<file path="src/rtl/ascii_to_scan.sv">
// ascii_to_scan: keystroke synthesiser. Turns one Hack key code (ASCII plus
// the nand2tetris specials 128-152) into the PS/2 set-2 make/break byte
// sequence a real keyboard would send, presented as scan_code/scan_ready.
//
// Ports:
//   clk        system clock
//   reset      synchronous, active-high reset
//   key_code   Hack key code to type
//   key_valid  key_code valid; accepted when key_valid && key_ready
//   key_ready  high when idle and able to accept a key
//   scan_code  current set-2 byte, stable from scan_ready rise until next byte
//   scan_ready high STROBE_CYCLES per byte, then low GAP_CYCLES
//   done       one-cycle pulse after the last gap of a sequence
//   unmapped   one-cycle pulse when an accepted key has no mapping
module ascii_to_scan #(
    parameter int STROBE_CYCLES = 4,
    parameter int GAP_CYCLES    = 4
) (
    input  logic       clk,
    input  logic       reset,
    input  logic [7:0] key_code,
    input  logic       key_valid,
    output logic       key_ready,
    output logic [7:0] scan_code,
    output logic       scan_ready,
    output logic       done,
    output logic       unmapped
);

    localparam logic [1:0] IDLE   = 2'd0;
    localparam logic [1:0] LOOKUP = 2'd1;
    localparam logic [1:0] HIGH   = 2'd2;
    localparam logic [1:0] LOW    = 2'd3;

    localparam int CMAX = (STROBE_CYCLES > GAP_CYCLES) ? STROBE_CYCLES : GAP_CYCLES;
    localparam int CW   = $clog2(CMAX + 1);
    localparam logic [CW-1:0] S_LAST = CW'(STROBE_CYCLES - 1);
    localparam logic [CW-1:0] G_LAST = CW'(GAP_CYCLES - 1);

    logic [1:0]    state;
    logic [7:0]    key_q;
    logic [CW-1:0] cnt;
    logic [2:0]    idx;
    logic [2:0]    len;
    logic [7:0]    seq_q [6];

    // Lookup result for the latched key
    logic [7:0] base_c;
    logic [7:0] make_c;
    logic       shift_c;
    logic       ext_c;
    logic       valid_c;
    logic [7:0] seq_c [6];
    logic [2:0] len_c;

    assign key_ready = (state == IDLE);

    // Shifted symbols and upper case are reduced to the unshifted main-block
    // key first; a single table then gives the make code.
    always_comb begin
        base_c  = key_q;
        shift_c = 1'b0;
        ext_c   = 1'b0;
        make_c  = 8'h00;
        valid_c = 1'b1;
        case (key_q)
            8'h21: begin base_c = "1";   shift_c = 1'b1; end  // !
            8'h22: begin base_c = 8'h27; shift_c = 1'b1; end  // "
            8'h23: begin base_c = "3";   shift_c = 1'b1; end  // #
            8'h24: begin base_c = "4";   shift_c = 1'b1; end  // $
            8'h25: begin base_c = "5";   shift_c = 1'b1; end  // %
            8'h26: begin base_c = "7";   shift_c = 1'b1; end  // &
            8'h28: begin base_c = "9";   shift_c = 1'b1; end  // (
            8'h29: begin base_c = "0";   shift_c = 1'b1; end  // )
            8'h2A: begin base_c = "8";   shift_c = 1'b1; end  // *
            8'h2B: begin base_c = 8'h3D; shift_c = 1'b1; end  // +
            8'h3A: begin base_c = 8'h3B; shift_c = 1'b1; end  // :
            8'h3C: begin base_c = 8'h2C; shift_c = 1'b1; end  // <
            8'h3E: begin base_c = 8'h2E; shift_c = 1'b1; end  // >
            8'h3F: begin base_c = 8'h2F; shift_c = 1'b1; end  // ?
            8'h40: begin base_c = "2";   shift_c = 1'b1; end  // @
            8'h5E: begin base_c = "6";   shift_c = 1'b1; end  // ^
            8'h5F: begin base_c = 8'h2D; shift_c = 1'b1; end  // _
            8'h7B: begin base_c = 8'h5B; shift_c = 1'b1; end  // {
            8'h7C: begin base_c = 8'h5C; shift_c = 1'b1; end  // |
            8'h7D: begin base_c = 8'h5D; shift_c = 1'b1; end  // }
            8'h7E: begin base_c = 8'h60; shift_c = 1'b1; end  // ~
            default: ;
        endcase
        if (key_q >= 8'h41 && key_q <= 8'h5A) begin
            base_c  = key_q | 8'h20;
            shift_c = 1'b1;
        end
        case (base_c)
            "a": make_c = 8'h1C;  "b": make_c = 8'h32;  "c": make_c = 8'h21;
            "d": make_c = 8'h23;  "e": make_c = 8'h24;  "f": make_c = 8'h2B;
            "g": make_c = 8'h34;  "h": make_c = 8'h33;  "i": make_c = 8'h43;
            "j": make_c = 8'h3B;  "k": make_c = 8'h42;  "l": make_c = 8'h4B;
            "m": make_c = 8'h3A;  "n": make_c = 8'h31;  "o": make_c = 8'h44;
            "p": make_c = 8'h4D;  "q": make_c = 8'h15;  "r": make_c = 8'h2D;
            "s": make_c = 8'h1B;  "t": make_c = 8'h2C;  "u": make_c = 8'h3C;
            "v": make_c = 8'h2A;  "w": make_c = 8'h1D;  "x": make_c = 8'h22;
            "y": make_c = 8'h35;  "z": make_c = 8'h1A;
            "0": make_c = 8'h45;  "1": make_c = 8'h16;  "2": make_c = 8'h1E;
            "3": make_c = 8'h26;  "4": make_c = 8'h25;  "5": make_c = 8'h2E;
            "6": make_c = 8'h36;  "7": make_c = 8'h3D;  "8": make_c = 8'h3E;
            "9": make_c = 8'h46;
            8'h20: make_c = 8'h29;  8'h09: make_c = 8'h0D;  8'h27: make_c = 8'h52;
            8'h60: make_c = 8'h0E;  8'h2C: make_c = 8'h41;  8'h2D: make_c = 8'h4E;
            8'h2E: make_c = 8'h49;  8'h2F: make_c = 8'h4A;  8'h3B: make_c = 8'h4C;
            8'h3D: make_c = 8'h55;  8'h5B: make_c = 8'h54;  8'h5C: make_c = 8'h5D;
            8'h5D: make_c = 8'h5B;
            8'd128: make_c = 8'h5A;  8'd129: make_c = 8'h66;  8'd140: make_c = 8'h76;
            8'd141: make_c = 8'h05;  8'd142: make_c = 8'h06;  8'd143: make_c = 8'h04;
            8'd144: make_c = 8'h0C;  8'd145: make_c = 8'h03;  8'd146: make_c = 8'h0B;
            8'd147: make_c = 8'h83;  8'd148: make_c = 8'h0A;  8'd149: make_c = 8'h01;
            8'd150: make_c = 8'h09;  8'd151: make_c = 8'h78;  8'd152: make_c = 8'h07;
            8'd130: begin make_c = 8'h6B; ext_c = 1'b1; end
            8'd131: begin make_c = 8'h75; ext_c = 1'b1; end
            8'd132: begin make_c = 8'h74; ext_c = 1'b1; end
            8'd133: begin make_c = 8'h72; ext_c = 1'b1; end
            8'd134: begin make_c = 8'h6C; ext_c = 1'b1; end
            8'd135: begin make_c = 8'h69; ext_c = 1'b1; end
            8'd136: begin make_c = 8'h7D; ext_c = 1'b1; end
            8'd137: begin make_c = 8'h7A; ext_c = 1'b1; end
            8'd138: begin make_c = 8'h70; ext_c = 1'b1; end
            8'd139: begin make_c = 8'h71; ext_c = 1'b1; end
            default: valid_c = 1'b0;
        endcase
    end

    // Make/break byte list for the looked-up key
    always_comb begin
        for (int i = 0; i < 6; i++) seq_c[i] = 8'h00;
        if (shift_c) begin
            seq_c[0] = 8'h12; seq_c[1] = make_c; seq_c[2] = 8'hF0;
            seq_c[3] = make_c; seq_c[4] = 8'hF0; seq_c[5] = 8'h12;
            len_c = 3'd6;
        end else if (ext_c) begin
            seq_c[0] = 8'hE0; seq_c[1] = make_c; seq_c[2] = 8'hE0;
            seq_c[3] = 8'hF0; seq_c[4] = make_c;
            len_c = 3'd5;
        end else begin
            seq_c[0] = make_c; seq_c[1] = 8'hF0; seq_c[2] = make_c;
            len_c = 3'd3;
        end
    end

    always_ff @(posedge clk) begin
        if (reset) begin
            state      <= IDLE;
            key_q      <= 8'h00;
            scan_code  <= 8'h00;
            scan_ready <= 1'b0;
            done       <= 1'b0;
            unmapped   <= 1'b0;
            cnt        <= '0;
            idx        <= 3'd0;
            len        <= 3'd0;
            for (int i = 0; i < 6; i++) seq_q[i] <= 8'h00;
        end else begin
            done     <= 1'b0;
            unmapped <= 1'b0;
            case (state)
                IDLE: begin
                    if (key_valid) begin
                        key_q <= key_code;
                        state <= LOOKUP;
                    end
                end
                LOOKUP: begin
                    if (!valid_c) begin
                        unmapped <= 1'b1;
                        state    <= IDLE;
                    end else begin
                        for (int i = 0; i < 6; i++) seq_q[i] <= seq_c[i];
                        len        <= len_c;
                        scan_code  <= seq_c[0];
                        scan_ready <= 1'b1;
                        idx        <= 3'd1;
                        cnt        <= '0;
                        state      <= HIGH;
                    end
                end
                HIGH: begin
                    if (cnt == S_LAST) begin
                        cnt        <= '0;
                        scan_ready <= 1'b0;
                        state      <= LOW;
                    end else begin
                        cnt <= cnt + 1'b1;
                    end
                end
                default: begin  // LOW
                    if (cnt == G_LAST) begin
                        cnt <= '0;
                        if (idx == len) begin
                            done  <= 1'b1;
                            state <= IDLE;
                        end else begin
                            scan_code  <= seq_q[idx];
                            scan_ready <= 1'b1;
                            idx        <= idx + 3'd1;
                            state      <= HIGH;
                        end
                    end else begin
                        cnt <= cnt + 1'b1;
                    end
                end
            endcase
        end
    end

endmodule

</file>
<file path="config.mk">
export PLATFORM = sky130hd
export DESIGN_NAME = ascii_to_scan
export DESIGN_NICKNAME = d
export VERILOG_FILES = /design/src/rtl/ascii_to_scan.sv
export SDC_FILE = /design/constraint.sdc
export NUM_CORES = 1
export LEC_CHECK = 0
export CAP_MARGIN = 25
export CORE_MARGIN = 2
export CORE_UTILIZATION = 30
export CTS_CLUSTER_SIZE = 28
export DETAILED_ROUTE_END_ITERATION = 10
export GPL_TIMING_DRIVEN = 0
export PLACE_DENSITY_LB_ADDON = 0.3
export SLEW_MARGIN = 20
export SYNTH_ARGS = -nofsm -noshare
export SYNTH_HDL_FRONTEND = slang
export SYNTH_SLANG_ARGS = --single-unit
</file>
<file path="constraint.sdc">
create_clock -name clk -period 12.2 [get_ports clk]
set_clock_uncertainty 0.15 [all_clocks]
set_input_delay 3.66 -clock clk [delete_from_list [all_inputs] [get_ports clk]]
set_output_delay 3.66 -clock clk [all_outputs]
set_load 0.03 [all_outputs]
</file>
==> key figures, run 1 <==
Worst hold path
  • Hold Path Depth: 2
  • Hold Crit Start: scan_code[6]$_SDFFE_PP0P_
  • Hold EP: scan_code[6]$_SDFFE_PP0P_
  • HP Class: register to register

Worst setup path
  • Critical Path Max Stage Delay: 0.75 ns
  • Worst-path maximum fanout: 10
  • CP max-delay cell: clkdlybuf4s50_1
  • Reg2reg start: key_q[7]$_SDFFE_PP0P_
  • CP cell instances: clkbuf_1 -> nor2_1 -> clkdlybuf4s50_1
  • Setup slack, reg-to-reg: 6.84 ns
  • CP bufs+invs: 2
  • Crit path DAT: 1.90 ns
  • R2R cell count: 12
  • Family with the most delay on the worst path: buffers and inverters
  • CP Class: register to output pin
  • Critical Path Start Type: register
  • Req. time, crit path: 8.39 ns
  • Terminus of the critical flop-to-flop path: seq_q[5][1]$_DFFE_PP_
  • CP Capture Type: output pin

Global routing
  • Vias in the first global route: 5720
  • Global-route wire length before repair: 32150 um
  • Antenna violations before repair: 0
  • Largest net degree at the start of global routing: 32
  • Tot GR Track Use: 0.2044
  • GRT Residual Overflow: 0

Timing
  • Achievable Freq: 175.3 MHz
  • Final Setup Violations: 0
  • Final setup margin: 6.494 ns
  • Slew @ Worst Pin: 1.095 ns
  • RSZ-0062 raised after global routing: false
  • Setup TNS: 0 ns
  • Post-route clock period utilization: 0.4677
  • Slew headroom: 0.2681
  • Final hold vios: 0
  • Final hold slack: 0.3107 ns
  • Final Max Tran Viols: 0
  • Final min period: 5.706 ns

Layout
  • Nets@finish: 732
  • Area Growth Syn to Fin: 14.75%
  • Share of cells above drive strength 1: 0.1160
  • N_diodes: 0
  • Fill cells: 1896

Floorplanning
  • IO Pins: 23
  • DIE HEIGHT: 140.6 um
  • Die extent in x: 140.6 um
  • Die Area: 19770 um2
  • Initial Utilization: 0.3085
  • Site Rows: 49
  • Core area: 18150 um2

Flow run
  • Total of max-cap violations: 0

Logic synthesis
  • Share of the synthesized area in the top cell type: 0.1984
  • Mean Syn Cell Area: 8.186 um2
  • Mapped cell area: 5599 um2
  • Top_reg_cell synth: edfxtp_1
  • Seq/Total Area, Yosys: 0.3164
  • Yosys warnings: 0
  • Netlist cell types: 90
  • Cells after Synth: 684
  • Most common cell in the netlist: nand2_1
  • Synth async-reset ratio: 0
  • Synth area leaders: edfxtp_1 20%, dfxtp_1 12%, a21oi_1 6.0%, nand2_1 5.4%, nor2_1 4.2%
  • Post-Syn Nets: 697
  • Yosys top cell by area: edfxtp_1
  • Yosys reg bits: 70
  • Post-synth EDFFs: 37
  • Most instantiated cells after synthesis: 80 x nand2_1, 67 x a21oi_1, 62 x nor2_1

Clock tree
  • Clock Pin Slew Worst Setup and Hold Paths: 0.05 ns
  • CTS Buffer Depth: 2
  • Post-CTS setup buffers: 0
  • CTS tree: built
  • Post_cts resized: 0
  • CTS sink count: 70
  • Clk Latency, worst-skew pair: 0.34 ns
  • Hold buffers post-CTS: 0
  • H-tree levels: 3
  • Cts bufs inserted: 9
  • Root Driver: clkbuf_16

Drt
  • Avg WL per Cell: 21.52 um
  • DRT Wirelength: 20510 um
  • Drc violations: 0
  • Routed vias/inst: 6.463
  • DR vias: 6159
  • Routed Antenna Nets: 0
  • First drt pass iteration count: 6
  • 1st-iter DRT viols: 1017

Power and ir drop
  • Power per Cell Area: 115.2 nW/um2
  • Leak pwr: 2.193 nW
  • Total Power: 0.7403 mW
  • Worst vdd ir: 0.00007135 V

Place
  • Detail Placement HPWL: 15160 um
  • Port Buf Inserts: 21
  • Post-Place Worst Slack: 6.479 ns
  • Gpl congestion: 1.049

Outcome
  • Status: complete, no violations
## logic make-up after synthesis
group	Yosys count	synth area share
simple gates	298	0.2775
mux	15	0.03844
compound gates	237	0.3070
flops	70	0.3164
xor+xnor	7	0.01095
fa+ha+maj	2	0.004469
buf+inv	55	0.04514
## state kept, by name, indices dropped and copies added (netlist names), named ones only
signal	cells
cnt	3
done	1
idx	3
key_q	8
len	3
scan_code	8
scan_ready	1
seq_q	37
state	2
unmapped	1
## tightest hold or removal path, stage by stage (launching register included)
cell and delay (ns):
dfxtp_1 0.30, nand2_1 0.05, mux2i_1 0.06
## per-stage QoR
step                      utilization  cell area, um2  std cells
after floorplan                     -            5599        684
after global placement         0.3359            6096        934
after detailed placement       0.3385            6142        936
after CTS                      0.3538            6420        952
after global routing           0.3540            6425        953
final                          0.3540            6425        953
## layout make-up
class	instances	area, um2	area share
multi-input cells	559	3591	0.5589
flip-flops and latches	70	1772	0.2758
well taps	229	286.5	0.04460
clock buffers	12	257.7	0.04012
repair buffers	24	245.2	0.03817
plain buffers	44	211.5	0.03291
inverters	11	41.29	0.006426
clock inverters	4	20.02	0.003116
## report_power, final
group          internal, mW  leakage [nW]  switching [mW]  total, mW
clock                 0.148         0.141          0.0956      0.244
combinational        0.0716          1.40           0.151      0.223
sequential            0.265         0.653         0.00827      0.273
total                 0.485          2.19           0.255      0.740
## layout by cell type, fill, tap and decap left out, types with 7 or more instances in the layout
cell / n
nand2b_1: 17
o211ai_1: 10
inv_1: 9
buf_2: 19
o21ai_0: 28
clkbuf_1: 19
or4_1: 8
a31oi_1: 10
o31ai_1: 10
o2111ai_1: 8
and2_1: 7
a21oi_1: 67
dfxtp_1: 33
mux2i_1: 8
nand3_1: 18
clkdlybuf4s50_1: 21
a211oi_1: 9
clkbuf_16: 10
nand4_1: 13
nor2_1: 62
nor2b_1: 8
nand2_1: 79
a22oi_1: 12
nor3_1: 37
o22ai_1: 9
edfxtp_1: 37
## routing by layer
metal | global-route usage | wire length (um) | vias up
li1 | - | - | 2730
met1 | 0.2711 | 8327 | 2861
met2 | 0.3271 | 9138 | 456
met3 | 0.03635 | 2039 | 112
met4 | 0.09000 | 1002 | 0
met5 | 0 | 0 | -
## how the worst max path moves through the flow
stage | startpoint | slack (ns) | cells after the start | endpoint
2_1_floorplan | reset | 6.57 | 3 | seq_q[0][0]$_SDFFCE_PP0P_
3_3_place_gp | reset | 5.69 | 3 | seq_q[2][6]$_SDFFCE_PP0P_
3_5_place_dp | reset | 6.48 | 4 | seq_q[3][4]$_SDFFCE_PP0P_
4_1_cts | state[1]$_SDFFE_PP0P_ | 6.47 | 3 | key_ready
5_1_grt | state[1]$_SDFFE_PP0P_ | 6.38 | 3 | key_ready
6_report | state[1]$_SDFFE_PP0P_ | 6.49 | 3 | key_ready
No activity file was read; power rests on OpenSTA's default activity.
==> run 2, diff against run 1 <==
- clock period: 12.2 -> 5.8 ns (I/O delays scaled with it)
==> results of run 2 <==
Same layout as run 1 (identical final DEF). Status: complete, no violations.
Main changes from that run: setup slack after placement 6.479 ns -> 0.7342 ns; setup slack after layout 6.494 ns -> 0.4423 ns; start point of the critical path state[1]$_SDFFE_PP0P_ -> key_q[7]$_SDFFE_PP0P_; end point of the critical path key_ready -> seq_q[5][1]$_DFFE_PP_; register-to-register setup slack 6.84 ns -> 0.44 ns; total power 0.7403 mW -> 1.557 mW; worst IR drop on VDD 0.00007135 V -> 0.0001501 V
